===== src/rtl/counter_down_sync_load.sv =====
// Synchronous loadable down counter / interval timer with start/done handshake.
// Optional feature macro: COUNTER_DOWN_SYNC_LOAD_AUTORELOAD_EN (periodic reload on reaching 0).
module counter_down_sync_load #(
  parameter int WIDTH = 4
) (
  input  logic             Clk,
  input  logic             Clr,
  input  logic             Load,
  input  logic [WIDTH-1:0] LoadVal,
  input  logic             Start,
  input  logic             En,
  output logic [WIDTH-1:0] count,
  output logic             Busy,
  output logic             Done
);

  typedef enum logic {
    IDLE = 1'b0,
    RUN  = 1'b1
  } state_t;

  localparam logic [WIDTH-1:0] ONE = WIDTH'(1);

  state_t           state_q, state_d;
  logic [WIDTH-1:0] count_q, count_d;
  logic [WIDTH-1:0] reload_q, reload_d;
  logic             busy_q;
  logic             done_q, done_d;

  // Next-state decode in priority order Load > Start > En; Clr is applied in the register block.
  always_comb begin
    state_d  = state_q;
    count_d  = count_q;
    reload_d = reload_q;
    done_d   = 1'b0;

    if (Load) begin
      count_d  = LoadVal;
      reload_d = LoadVal;
      state_d  = IDLE;
    end else begin
      unique case (state_q)
        IDLE: begin
          if (Start) begin
            if (count_q != '0) begin
              state_d = RUN;
            end else begin
              done_d = 1'b1;
            end
          end
        end
        RUN: begin
          if (En) begin
            if (count_q > ONE) begin
              count_d = count_q - ONE;
            end else if (count_q == ONE) begin
              count_d = '0;
              done_d  = 1'b1;
`ifdef COUNTER_DOWN_SYNC_LOAD_AUTORELOAD_EN
              state_d = RUN;
`else
              state_d = IDLE;
`endif
            end else begin
`ifdef COUNTER_DOWN_SYNC_LOAD_AUTORELOAD_EN
              // Reload period; a zero reload value keeps pulsing Done every enabled cycle.
              count_d = reload_q;
              if (reload_q == '0) begin
                done_d = 1'b1;
              end
`else
              state_d = IDLE;
`endif
            end
          end
        end
        default: state_d = IDLE;
      endcase
    end
  end

  always_ff @(posedge Clk) begin
    if (Clr) begin
      state_q  <= IDLE;
      count_q  <= '0;
      reload_q <= '0;
      busy_q   <= 1'b0;
      done_q   <= 1'b0;
    end else begin
      state_q  <= state_d;
      count_q  <= count_d;
      reload_q <= reload_d;
      busy_q   <= (state_d == RUN);
      done_q   <= done_d;
    end
  end

  assign count = count_q;
  assign Busy  = busy_q;
  assign Done  = done_q;

endmodule

===== config.mk =====
export PLATFORM = sky130hd
export DESIGN_NAME = counter_down_sync_load
export DESIGN_NICKNAME = d
export VERILOG_FILES = /design/src/rtl/counter_down_sync_load.sv
export SDC_FILE = /design/constraint.sdc
export NUM_CORES = 1
export LEC_CHECK = 0
export ABC_AREA = 1
export BUFFER_PORTS_ARGS = -buffer_cell sky130_fd_sc_hd__buf_2
export CAP_MARGIN = 20
export CORE_MARGIN = 10
export CORE_UTILIZATION = 30
export DETAILED_ROUTE_END_ITERATION = 8
export HOLD_SLACK_MARGIN = 0.03
export PLACE_DENSITY_LB_ADDON = 0.3
export SLEW_MARGIN = 5
export SYNTH_ARGS = -nofsm -noshare
export SYNTH_HDL_FRONTEND = slang
export SYNTH_SLANG_ARGS = --single-unit
export TNS_END_PERCENT = 50

===== constraint.sdc =====
create_clock -name Clk -period 1.75 [get_ports Clk]
set_input_delay 0.175 -clock Clk [delete_from_list [all_inputs] [get_ports Clk]]
set_output_delay 0.175 -clock Clk [all_outputs]
set_load 0.005 [all_outputs]

==> results.cfg <==
[sta]
fin_setup_tns_ps = 0
rsz0062_at_grt = no
tightest_slew_ps = 247
finalSetupViolations = 0
fmax_ghz = 0.746
post-route-period-util = 0.766
slew_viol_final = 0
slew_headroom = 0.835
holdWs_ps = 240
min_period_ps = 1340
clock-skew-final_ps = 0.257
final_hold_viol_count = 0
worst_slack_ps = 409

[synth]
synth_commonest_cells = 27 x nand2_1, 11 x nor2_1, 7 x inv_1
synthAdderAreaFrac = 0.0565
synth_compound_area_frac = 0.0424
synth_xor_xnor_area_share = 0
synth_top_family_by_area = simple AND/OR/NAND/NOR gates
synth-simple-area-share = 0.542
synth_fp_nets = 83
yosysSeqAreaShare = 0.271
synthFlopType = dfxtp_1
synth_area_leader_cell = dfxtp_1
yosys-top-cells-area = dfxtp_1 27%, nand2_1 23%, nor2_1 9.3%
avgSynthCellArea_um2 = 6.15
synth_cells = 72
synth.ff_latch_count = 6
async_flop_share = 0
synth-edff-count = 0
synth_cell_types = 17
synth.most_common_cell = nand2_1
yosysTopAreaCellShare = 0.271
synthMuxAreaShare = 0
synth_area_um2 = 443
ys_warn_count = 0

[global_routing]
global_route.peak_usage_layer = met2
grt_pass1_vias = 445
grt_max_degree = 10
grt_overflow = 0
track_usage = 0.0660
use_met2 = 0.0986
grt_pass1_wl_um = 1800
use_met1 = 0.0674
antenna_found_initial = 0
use_met3 = 0.0622

[worst_setup_path]
critPathLaunchType = flop
ff2ff_path_depth = 7
r2r-end = count[1]
crit-reg2reg-launch = count[0]
cp_max_fo = 6
reg2reg_slack_ps = 410
cp-end-kind = flop
critPathRequiredTime_ps = 1930
cp.arrival_ps = 1530
path_class = flop to flop

[floorplanning]
coreArea_um2 = 1350
start_util = 0.328
ios = 15
die_w_um = 58.4
core.rowCount = 13
die_y_um = 58.4
die_area_um2 = 3410

[drt]
viasPerCell = 4.54
vias = 472
dr.pass1.iters = 4
wl_um = 1110
drc = 0
ant_nets = 0
drt_iter0_drc = 7
wire_per_inst_um = 10.7

[final_layout]
nNetsFinal = 102
antennaDiodeCount = 0
postLayoutCoreUtil = 0.411
drive_above_1_share = 0.270
stdcell_area_um2 = 554
instances_no_fill = 104
n_fill_cell = 143
syn_to_final_growth_pct = 25.1

[outcome]
outcome = completed

[power_and_ir_drop]
ir_worst_vdd_v = 0.000313
power_uw = 471
power.density_nw_per_um2 = 850
leakagePower_nw = 0.315

[clocking]
post_cts_buffers = 0
cts_max_path_buffers = 2
cts_hold_buf = 0
cts-resized-gates = 0
clock_latency_ps = 240
cts_tree = built
htreeDepth = 1
cts-root-buf = clkbuf_4
clk_pin_slew_ps = 50
cts_buffers = 3
clock_sink_count = 6

[run]
drv_cap = 0

[hold_path]
min-delay-start = Start
holdCritPathClass = input pin to flop
hold_depth = 3
whs_endpoint = Done

[place]
dp_cells = 101
place.gp.congestion = 0.746
place_area_um2 = 532
hpwl_um = 876
io_buffer_count = 14
dp_slack_ps = 430
-- sequential cells by signal (all words and copies together) (netlist names) --
| name | count |
|---|---|
| Done | 1 |
| Busy | 1 |
| count | 4 |
-- logic make-up after synthesis --
kind of cell               count (synthesis)
AOI/OAI and AO/OA                          3
adders and majority gates                  2
buffers and inverters                     10
DFF                                        6
and+or+nand+nor                           51
-- metal layers --
metal  wire, um  vias to the layer above  part of all wire
met1        515                      193              0.46
met5          0                        -                 0
li1           -                      259                 -
met3        143                        0              0.13
met2        449                       20              0.41
met4          0                        0                 0
-- worst max-delay path: stages (launching register included) --
cell,delay [ps]
dfxtp_1,350
inv_2,70
ha_1,280
o21ai_2,270
nand3b_1,120
nand2_1,70
nor2_1,40
nor2_1,80
-- worst max path at each step --
stage | cells after the start | startpoint | end | slack [ps]
CTS | 7 | count[0] | count[2] | 420
global placement | 7 | count[1] | count[3] | 460
detailed placement | 7 | count[0] | count[2] | 430
global route | 7 | count[0] | count[3] | 270
floorplan | 7 | count[0] | count[3] | 530
finish | 7 | count[0] | count[1] | 410
-- final cells by class --
cell class | count | area, um2 | area share
sequential | 6 | 120 | 0.217
tap | 15 | 18.8 | 0.0339
clock buffer | 3 | 22.5 | 0.0406
inverter | 10 | 38.8 | 0.0700
multi-input combinational | 56 | 284 | 0.512
timing repair buffer | 14 | 70.1 | 0.126
-- where the power goes --
group	switching (mW)	leakage, nW	internal (mW)	total, mW
registers	0.0155	0.0494	0.151	0.167
logic	0.104	0.252	0.0711	0.176
clock network	0.0510	0.0138	0.0776	0.129
-- layout by cell type (no fill, tap or decap), types with 2 or more instances in the layout --
master	synthesis	layout
nand4_1	2	2
inv_2	2	2
nand2_1	27	27
a21oi_1	2	2
dfxtp_1	6	6
buf_2	0	14
inv_1	7	7
nor2_1	11	11
clkbuf_4	0	3
nand3_1	5	5
ha_1	2	2
No activity file was read; power rests on OpenSTA's default activity.
